==> src/rtl/dcpu16_alux.sv <==
`default_nettype none
// ============================================================================
// Module      : dcpu16_alux
// Description : Multi-cycle DCPU16 execute-stage ALU. Covers the whole basic
//               opcode set. DIV and MOD use an iterative restoring divider,
//               and SHL/SHR capture the bits shifted out in the O register.
//               A start/busy/done handshake accepts one operation at a time.
// Revision    : 1.0 - initial release
// ============================================================================
module dcpu16_alux #(
  parameter int W = 16
) (
  input  logic         clk,
  input  logic         rst,
  input  logic         ena,
  input  logic         start,
  input  logic [3:0]   opc,
  input  logic [W-1:0] src,
  input  logic [W-1:0] tgt,
  output logic [W-1:0] res,
  output logic [W-1:0] ovf,
  output logic         cc,
  output logic         busy,
  output logic         done
);

  // Basic opcode encodings
  localparam logic [3:0] c_OP_JSR = 4'h0;
  localparam logic [3:0] c_OP_SET = 4'h1;
  localparam logic [3:0] c_OP_ADD = 4'h2;
  localparam logic [3:0] c_OP_SUB = 4'h3;
  localparam logic [3:0] c_OP_MUL = 4'h4;
  localparam logic [3:0] c_OP_DIV = 4'h5;
  localparam logic [3:0] c_OP_MOD = 4'h6;
  localparam logic [3:0] c_OP_SHL = 4'h7;
  localparam logic [3:0] c_OP_SHR = 4'h8;
  localparam logic [3:0] c_OP_AND = 4'h9;
  localparam logic [3:0] c_OP_BOR = 4'hA;
  localparam logic [3:0] c_OP_XOR = 4'hB;
  localparam logic [3:0] c_OP_IFE = 4'hC;
  localparam logic [3:0] c_OP_IFN = 4'hD;
  localparam logic [3:0] c_OP_IFG = 4'hE;
  localparam logic [3:0] c_OP_IFB = 4'hF;

  // Iteration counter is wide enough to hold 2W-1, the last DIV iteration index
  localparam int CW = $clog2(2 * W) + 1;
  localparam logic [CW-1:0] c_DIV_LAST = CW'(2 * W - 1);
  localparam logic [CW-1:0] c_MOD_LAST = CW'(W - 1);

  typedef enum logic [0:0] {
    S_IDLE   = 1'b0,
    S_DIVIDE = 1'b1
  } state_t;

  state_t           r_state;
  logic [W-1:0]     r_res;
  logic [W-1:0]     r_ovf;
  logic             r_cc;
  logic             r_busy;
  logic             r_done;
  logic [W:0]       r_rem;     // partial remainder
  logic [2*W-1:0]   r_quo;     // dividend shifts out the top, quotient in the bottom
  logic [W-1:0]     r_dsr;     // latched divisor
  logic             r_is_mod;
  logic [CW-1:0]    r_cnt;

  // Single-cycle datapath
  logic [W:0]       w_add;
  logic [2*W-1:0]   w_mul;
  logic [2*W-1:0]   w_shl;
  logic [2*W-1:0]   w_shr;
  logic [W-1:0]     w_sc_res;
  logic [W-1:0]     w_sc_ovf;
  logic             w_sc_cc;
  logic             w_tgt_zero;
  logic             w_go_divide;

  // Divider step
  logic [W+1:0]     w_shift;
  logic [W+1:0]     w_diff;
  logic             w_fits;
  logic [W:0]       w_rem_nx;
  logic [2*W-1:0]   w_quo_nx;
  logic [CW-1:0]    w_last;

  assign w_add = {1'b0, src} + {1'b0, tgt};
  assign w_mul = {{W{1'b0}}, src} * {{W{1'b0}}, tgt};
  // Shifting a 2W-bit vector by tgt >= 2W yields zero, which covers the
  // large-shift case with no extra logic.
  assign w_shl = {{W{1'b0}}, src} << tgt;
  assign w_shr = {src, {W{1'b0}}} >> tgt;

  assign w_tgt_zero  = (tgt == '0);
  assign w_go_divide = ((opc == c_OP_DIV) || (opc == c_OP_MOD)) && !w_tgt_zero;

  // Restoring step: bring the next dividend bit into the remainder and keep
  // the trial difference only when it does not borrow. The remainder is always
  // below the divisor, so the extra top bit of the difference is a clean borrow.
  assign w_shift  = {r_rem, r_quo[2*W-1]};
  assign w_diff   = w_shift - {2'b00, r_dsr};
  assign w_fits   = ~w_diff[W+1];
  assign w_rem_nx = w_fits ? w_diff[W:0] : w_shift[W:0];
  assign w_quo_nx = {r_quo[2*W-2:0], w_fits};
  assign w_last   = r_is_mod ? c_MOD_LAST : c_DIV_LAST;

  // Results of all operations that complete on the accepting edge
  always_comb begin
    w_sc_res = r_res;
    w_sc_ovf = r_ovf;
    w_sc_cc  = 1'b1;
    case (opc)
      c_OP_JSR: w_sc_res = src;
      c_OP_SET: w_sc_res = tgt;
      c_OP_ADD: begin
        w_sc_res = w_add[W-1:0];
        w_sc_ovf = {{(W-1){1'b0}}, w_add[W]};
      end
      c_OP_SUB: begin
        w_sc_res = src - tgt;
        w_sc_ovf = (src < tgt) ? {W{1'b1}} : {W{1'b0}};
      end
      c_OP_MUL: begin
        w_sc_res = w_mul[W-1:0];
        w_sc_ovf = w_mul[2*W-1:W];
      end
      // Only reaches here as division by zero; non-zero divisors iterate
      c_OP_DIV: begin
        w_sc_res = '0;
        w_sc_ovf = '0;
      end
      c_OP_MOD: w_sc_res = '0;
      c_OP_SHL: begin
        w_sc_res = w_shl[W-1:0];
        w_sc_ovf = w_shl[2*W-1:W];
      end
      c_OP_SHR: begin
        w_sc_res = w_shr[2*W-1:W];
        w_sc_ovf = w_shr[W-1:0];
      end
      c_OP_AND: w_sc_res = src & tgt;
      c_OP_BOR: w_sc_res = src | tgt;
      c_OP_XOR: w_sc_res = src ^ tgt;
      c_OP_IFE: w_sc_cc = (src == tgt);
      c_OP_IFN: w_sc_cc = (src != tgt);
      c_OP_IFG: w_sc_cc = (src > tgt);
      c_OP_IFB: w_sc_cc = ((src & tgt) != '0);
      default: begin
        w_sc_res = r_res;
        w_sc_ovf = r_ovf;
        w_sc_cc  = 1'b1;
      end
    endcase
  end

  // Handshake FSM, divider iteration and result registers
  always_ff @(posedge clk or negedge rst) begin
    if (!rst) begin
      r_state  <= S_IDLE;
      r_res    <= '0;
      r_ovf    <= '0;
      r_cc     <= 1'b0;
      r_busy   <= 1'b0;
      r_done   <= 1'b0;
      r_rem    <= '0;
      r_quo    <= '0;
      r_dsr    <= '0;
      r_is_mod <= 1'b0;
      r_cnt    <= '0;
    end else if (ena) begin
      r_done <= 1'b0;
      case (r_state)
        S_IDLE: begin
          if (start) begin
            if (w_go_divide) begin
              r_state  <= S_DIVIDE;
              r_busy   <= 1'b1;
              r_rem    <= '0;
              r_quo    <= {src, {W{1'b0}}};
              r_dsr    <= tgt;
              r_is_mod <= (opc == c_OP_MOD);
              r_cnt    <= '0;
            end else begin
              r_res  <= w_sc_res;
              r_ovf  <= w_sc_ovf;
              r_cc   <= w_sc_cc;
              r_done <= 1'b1;
            end
          end
        end
        S_DIVIDE: begin
          r_rem <= w_rem_nx;
          r_quo <= w_quo_nx;
          if (r_cnt == w_last) begin
            if (r_is_mod) begin
              r_res <= w_rem_nx[W-1:0];
            end else begin
              r_res <= w_quo_nx[2*W-1:W];
              r_ovf <= w_quo_nx[W-1:0];
            end
            r_cc    <= 1'b1;
            r_done  <= 1'b1;
            r_busy  <= 1'b0;
            r_cnt   <= '0;
            r_state <= S_IDLE;
          end else begin
            r_cnt <= r_cnt + 1'b1;
          end
        end
        default: begin
          r_state <= S_IDLE;
          r_busy  <= 1'b0;
          r_cnt   <= '0;
        end
      endcase
    end
  end

  assign res  = r_res;
  assign ovf  = r_ovf;
  assign cc   = r_cc;
  assign busy = r_busy;
  assign done = r_done;

endmodule
`default_nettype wire
==> config.mk <==
export PLATFORM = sky130hd
export DESIGN_NAME = dcpu16_alux
export DESIGN_NICKNAME = d
export VERILOG_FILES = /design/src/rtl/dcpu16_alux.sv
export SDC_FILE = /design/constraint.sdc
export NUM_CORES = 1
export LEC_CHECK = 0
export ABC_AREA = 1
export ABC_CLOCK_PERIOD_IN_PS = 3000
export CAP_MARGIN = 20
export CELL_PAD_IN_SITES_DETAIL_PLACEMENT = 1
export CELL_PAD_IN_SITES_GLOBAL_PLACEMENT = 2
export CORE_ASPECT_RATIO = 1.25
export CORE_MARGIN = 2
export CORE_UTILIZATION = 36
export CTS_CLUSTER_SIZE = 28
export DETAILED_ROUTE_END_ITERATION = 8
export PLACE_DENSITY_LB_ADDON = 0.1
export SLEW_MARGIN = 25
export SYNTH_ARGS = -nofsm -noshare
export SYNTH_HDL_FRONTEND = slang
export SYNTH_SLANG_ARGS = --single-unit
==> constraint.sdc <==
create_clock -name clk -period 3 [get_ports clk]
set_clock_uncertainty 0.15 [all_clocks]
set_input_delay 0.45 -clock clk [delete_from_list [all_inputs] [get_ports clk]]
set_output_delay 0.45 -clock clk [all_outputs]
set_load 0.02 [all_outputs]
## Yosys cells after proc, flatten, opt, wreduce, memory -nomap -nowiden

Cells that the tools add are included.

| word-level totals | value |
|---|---|
| register bits | 108 |
| logic and storage cells | 105 |

| operators by class | value |
|---|---|
| add/subtract/negate cells | 4 |
| reduce and logical (&&, ||, !) cells | 13 |
| muxes and demuxes | 42 |
| shift-type cells | 2 |
| multiply operators | 1 |
| bitwise gates (word level) | 5 |
| $lt $le $gt $ge | 2 |
| equality and inequality tests | 25 |

Operators by type and width:

| cell | count |
|---|---|
| $pmux 16 s11 | 1 |
| $mux 16 | 9 |
| $pmux 16 s6 | 1 |
| $mux 32 | 2 |
| $pmux 16 s2 | 2 |
| $pmux 32 s2 | 1 |
| $mux 17 | 3 |
| $pmux 17 s2 | 1 |
| $eq 4x4->1 const B | 8 |
| $mul 16x16->32 | 1 |
| $shl 16x16->32 | 1 |
| $shr 32x16->32 | 1 |
| $mux 6 | 3 |
| $sub 18x16->18 | 1 |
| $add 16x16->17 | 1 |
| $and 16x16->16 | 1 |
| $eq 16x16->1 | 1 |
| $eq 4x3->1 const B | 4 |
| $gt 16x16->1 | 1 |
| $logic_not 16->1 | 1 |
| $lt 16x16->1 | 1 |
| $ne 16x16->1 | 1 |
| $or 16x16->16 | 1 |
| $reduce_bool 16->1 | 1 |
| 25 further kinds | 46 |

## Depth between registers and ports, before layout

| depth | value |
|---|---|
| depth after elaboration | 6 |
| mapped depth | 33 |

## Worst setup path before layout

OpenSTA, ideal clock, no wires.

| timing path | value |
|---|---|
| path type | input-to-reg |
| start point | input tgt[1] |
| end point | register r_ovf[8], in the netlist ovf[8] |
| arrival | 6.233 ns |
| buffers on the path | 4 |
| slack | -3.502 ns |
| cell stages on the path | 27 |
| cell sequence | buf_2 > buf_1 > buf_1 > clkbuf_1 > nand2_1 > fa_1 > fa_1 > inv_1 > fa_1 > fa_1 > fa_1 > inv_1 > fa_1 > inv_1 > ha_1 > a21o_1 > a31oi_1 > nand2_1 > nand2_1 > nand3_1 > or2_2 > nand3_1 > nand2_1 > inv_1 > nand2_1 > nand2_1 > a21oi_2 |

| on the way | value |
|---|---|
| word-level cells in the longest chain between the ends | 6 |
| elaborated cells on any way between the ends | 14 |
| classes of those cells | mul (1); order compare (1); eq/ne (1); shift (2); mux (5); reduce/logical (4) |

Ends and longest elaborated chain:

| element | RTL line | RTL |
|---|---|---|
| from (decl) | 19 | `input logic [W-1:0] tgt,` |
| parallel branches: the longest is 6 deep, another holds $mul 16x16->32 | n/a |  |
| to (signal assigned) | 184 | `r_ovf <= w_sc_ovf;` |
| to (signal assigned) | 198 | `r_ovf <= w_quo_nx[W-1:0];` |
| to (decl) | 57 | `logic [W-1:0] r_ovf;` |

Several ways; the timed one is not identified. The select of a mux whose other input is x is not followed.
A chain may end at the register's enable or synchronous reset.

## Final worst setup path

| timing path | value |
|---|---|
| start point | input src[8] |
| end point | register r_ovf[7], in the netlist ovf[7] |

| on the way | value |
|---|---|
| word-level cells in the longest chain between the ends | 6 |
| elaborated cells on any way between the ends | 9 |
| classes of those cells | mul (1); order compare (1); shift (2); mux (5) |

Ends and longest elaborated chain:

| element | RTL line | RTL |
|---|---|---|
| from (decl) | 18 | `input logic [W-1:0] src,` |
| parallel branches: the longest is 2 deep, another holds $mul 16x16->32 | n/a |  |
| $pmux 16 s6 (*) | 111 | `case (opc)` |
| $mux 16 (*) | 174 | `if (w_go_divide) begin` |
| $mux 16 (*) | 173 | `if (start) begin` |
| $pmux 16 s2 (*) | 171 | `case (r_state)` |

Mark *: on every way between the ends. The select of a mux whose other input is x is not followed.

==> flow_summary.json <==
{
  "port-buffer-count": 74,
  "grt_pass1_vias": 26300,
  "cp-start-kind": "primary input",
  "hold_viol_final": 0,
  "power_density_nw_per_um2": 1390,
  "area_growth_pct": 49.4,
  "yosysTopAreaCellShare_pct": 19.4,
  "cp_max_fo": 5,
  "worstSkewPairLatency_ps": 380,
  "synth-async-reset-ratio_pct": 100,
  "dp_hpwl_um": 85400,
  "nets": 4098,
  "ys_top_cells_by_count": "nand2_1, inv_1, nand3_1, fa_1, o21ai_0",
  "grt_usage_pct": 37.3,
  "fin_cells": 4439,
  "avgSynthCellArea_um2": 6.72,
  "first_iter_violations": 1642,
  "num_vias": 24300,
  "cts_tree": "built",
  "fin_crit_sh_pct": 196,
  "synth_warnings": 0,
  "cts_made_buffers": 9,
  "postLayoutCellArea_um2": 30300,
  "tightest_slew_ps": 596,
  "cp.arrival_ps": 5970,
  "die_y_um": 270,
  "gp_congestion": 0.972,
  "drive_gt1_share_pct": 34.5,
  "hold_path.class": "in2reg",
  "crit_type": "in2reg",
  "dp_cells": 4263,
  "drv_slew": 0,
  "dr.pass1.iters": 5,
  "yosysSeqAreaShare_pct": 13.3,
  "power.leakage_nw": 15.8,
  "htree_num_levels": 3,
  "cp-end-kind": "register",
  "synthCells": 3021,
  "synth-edff-count": 0,
  "grt_pass1_wl_um": 163000,
  "rsz0062_at_grt": "true",
  "crit_path_max_incr_delay_ps": 610,
  "diodes": 0,
  "finalSetupViolCount": 30,
  "num_rows": 97,
  "worstPathRequired_ps": 3100,
  "cts-root-buf": "clkbuf_16",
  "core_um2": 55900,
  "wl_per_cell_um": 25.6,
  "cts_buffer_depth": 2,
  "synth.most_common_cell": "nand2_1",
  "ys.flop_type": "dfrtp_1",
  "numClockSinks": 108,
  "grt_max_degree": 49,
  "die-area_um2": 58300,
  "run_status": "complete, but fails checks",
  "max_slew_margin_pct": 59.8,
  "start_util_pct": 36.3,
  "routed_wl_um": 113000,
  "drv_cap": 0,
  "yosysTopAreaCell": "fa_1",
  "power.total_mw": 42.3,
  "fin_ws_ps": -2870,
  "timing.hold.ws_ps": 285,
  "avgViaCountPerCell": 5.47,
  "fmax_ghz": 0.170,
  "synth_cell_type_count": 65,
  "grt_antenna_before_repair": 0,
  "violations": "negative setup slack",
  "drtAntennaViolNets": 0,
  "io_pins": 75,
  "layout_min_cycle_time_ps": 5870,
  "die_width_um": 216,
  "ys_seq_elements": 108,
  "overflow": 0,
  "placed_cell_area_um2": 26400,
  "max-vdd-ir-drop_mv": 1.99,
  "cpMaxStageDelayCell": "fa_1",
  "synthTopCellsByArea": "fa_1, nand2_1, dfrtp_1, ha_1, inv_1",
  "syn_area_um2": 20300,
  "clkTransAtPathRegs_ps": 80,
  "drc": 0,
  "synth_nets": 3427
}
cells in the final DEF, fill, tap and decap left out, types with 10 or more instances in the layout:
cell / synthesis / layout
o21ai_2: 2 / 18
a21oi_1: 119 / 84
inv_2: 20 / 100
nand4_1: 60 / 60
a21oi_2: 20 / 45
ha_4: 0 / 45
nand2_1: 863 / 759
nor2_4: 6 / 18
nand3_2: 1 / 22
a22oi_1: 14 / 14
nand2_2: 7 / 70
a21oi_4: 0 / 10
fa_2: 0 / 23
o22ai_1: 11 / 10
clkdlybuf4s50_1: 0 / 41
nand3_1: 218 / 191
nand2_4: 2 / 41
nor3_1: 21 / 15
clkbuf_16: 0 / 14
inv_1: 519 / 434
buf_4: 5 / 618
fa_1: 197 / 174
nor2_1: 163 / 139
ha_1: 169 / 119
buf_8: 2 / 16
buf_12: 2 / 51
o211ai_1: 18 / 18
o21ai_0: 176 / 139
o21ai_1: 14 / 29
nor2_2: 6 / 18
dfrtp_1: 108 / 108
buf_6: 10 / 60
critical path, delay by kind of cell:
kind / cells / cell delay, ps
buf+inv: 10 / 1180
compound gates: 1 / 50
fa+ha+maj: 7 / 3210
simple gates: 11 / 1060
registers in the layout, indices dropped and copies added (netlist names):
signal	cells
ovf	16
res	16
r_dsr	16
done	1
r_cnt	6
busy	1
cc	1
r_state	1
r_is_mod	1
r_rem	17
r_quo	32
kinds of logic (layout without fill, tap and decap cells):
group           Yosys count  in the layout  share of synthesized area [%]
buf+inv                 702           1378                           14.0
simple gates           1382           1382                           29.2
fa+ha+maj               366            366                           29.8
compound gates          444            444                           12.9
xor+xnor                 19             19                          0.820
flops                   108            108                           13.3
metrics by stage:
stage / TNS (ps) / utilization (%) / worst slack (ps)
4_1_cts: -71980 / 51.5 / -2810
2_1_floorplan: -64150 / - / -2650
6_report: -72110 / 54.2 / -2870
3_3_place_gp: -131000 / 47.2 / -3660
5_1_grt: -76400 / 54.2 / -3080
3_5_place_dp: -138360 / 47.2 / -3750
routing by layer:
metal	up-vias	global-route usage, %	share of wire, %
met5	-	0	0
met4	0	25.6	9.1
met3	383	3.64	5.0
met2	854	65.1	48
met1	12200	42.9	38
li1	10900	-	-
layout make-up:
| class | instances | area [um2] |
|---|---|---|
| Clock buffer | 10 | 239 |
| Clock inverter | 6 | 72.6 |
| Fill cell | 6986 | 25600 |
| Inverter | 544 | 2060 |
| Multi-Input combinational cell | 2211 | 16800 |
| Sequential cell | 108 | 2700 |
| Tap cell | 742 | 928 |
| Timing Repair Buffer | 818 | 7560 |
what timing repair did:
action / CTS / global route
hold buffers: 1 / 0
resized for setup: 399 / 317
endpoints found under the setup margin: 104 / 78
cloned: 9 / 5
buffers inserted: 100 / 56
endpoints found under the hold margin: 39 / 0
pin swaps: 162 / 214
report_power, final:
part	total, mW	leakage [nW]	internal, mW	switching [mW]
clock	1.30	0.155	0.681	0.618
combinational	38.4	14.3	16.7	21.7
sequential	2.61	1.35	2.13	0.480
path summary, 6_finish.rpt:
| kind | start | endpoint | slack (ps) | depth (start not counted) |
|---|---|---|---|---|
| setup / recovery | src[8] | ovf[7] | -2870 | 29 |
| hold / removal | tgt[9] | r_dsr[9] | 280 | 4 |
| setup reg to reg | r_quo[31] | res[10] | -80 | 18 |
| hold reg to reg | res[2] | res[2] | 330 | 2 |
| max in group asynchronous | rst | r_quo[28] | 1450 | 3 |
| min in group asynchronous | rst | r_rem[16] | 450 | 2 |
Note: power is estimated with default switching activity, not from simulation.
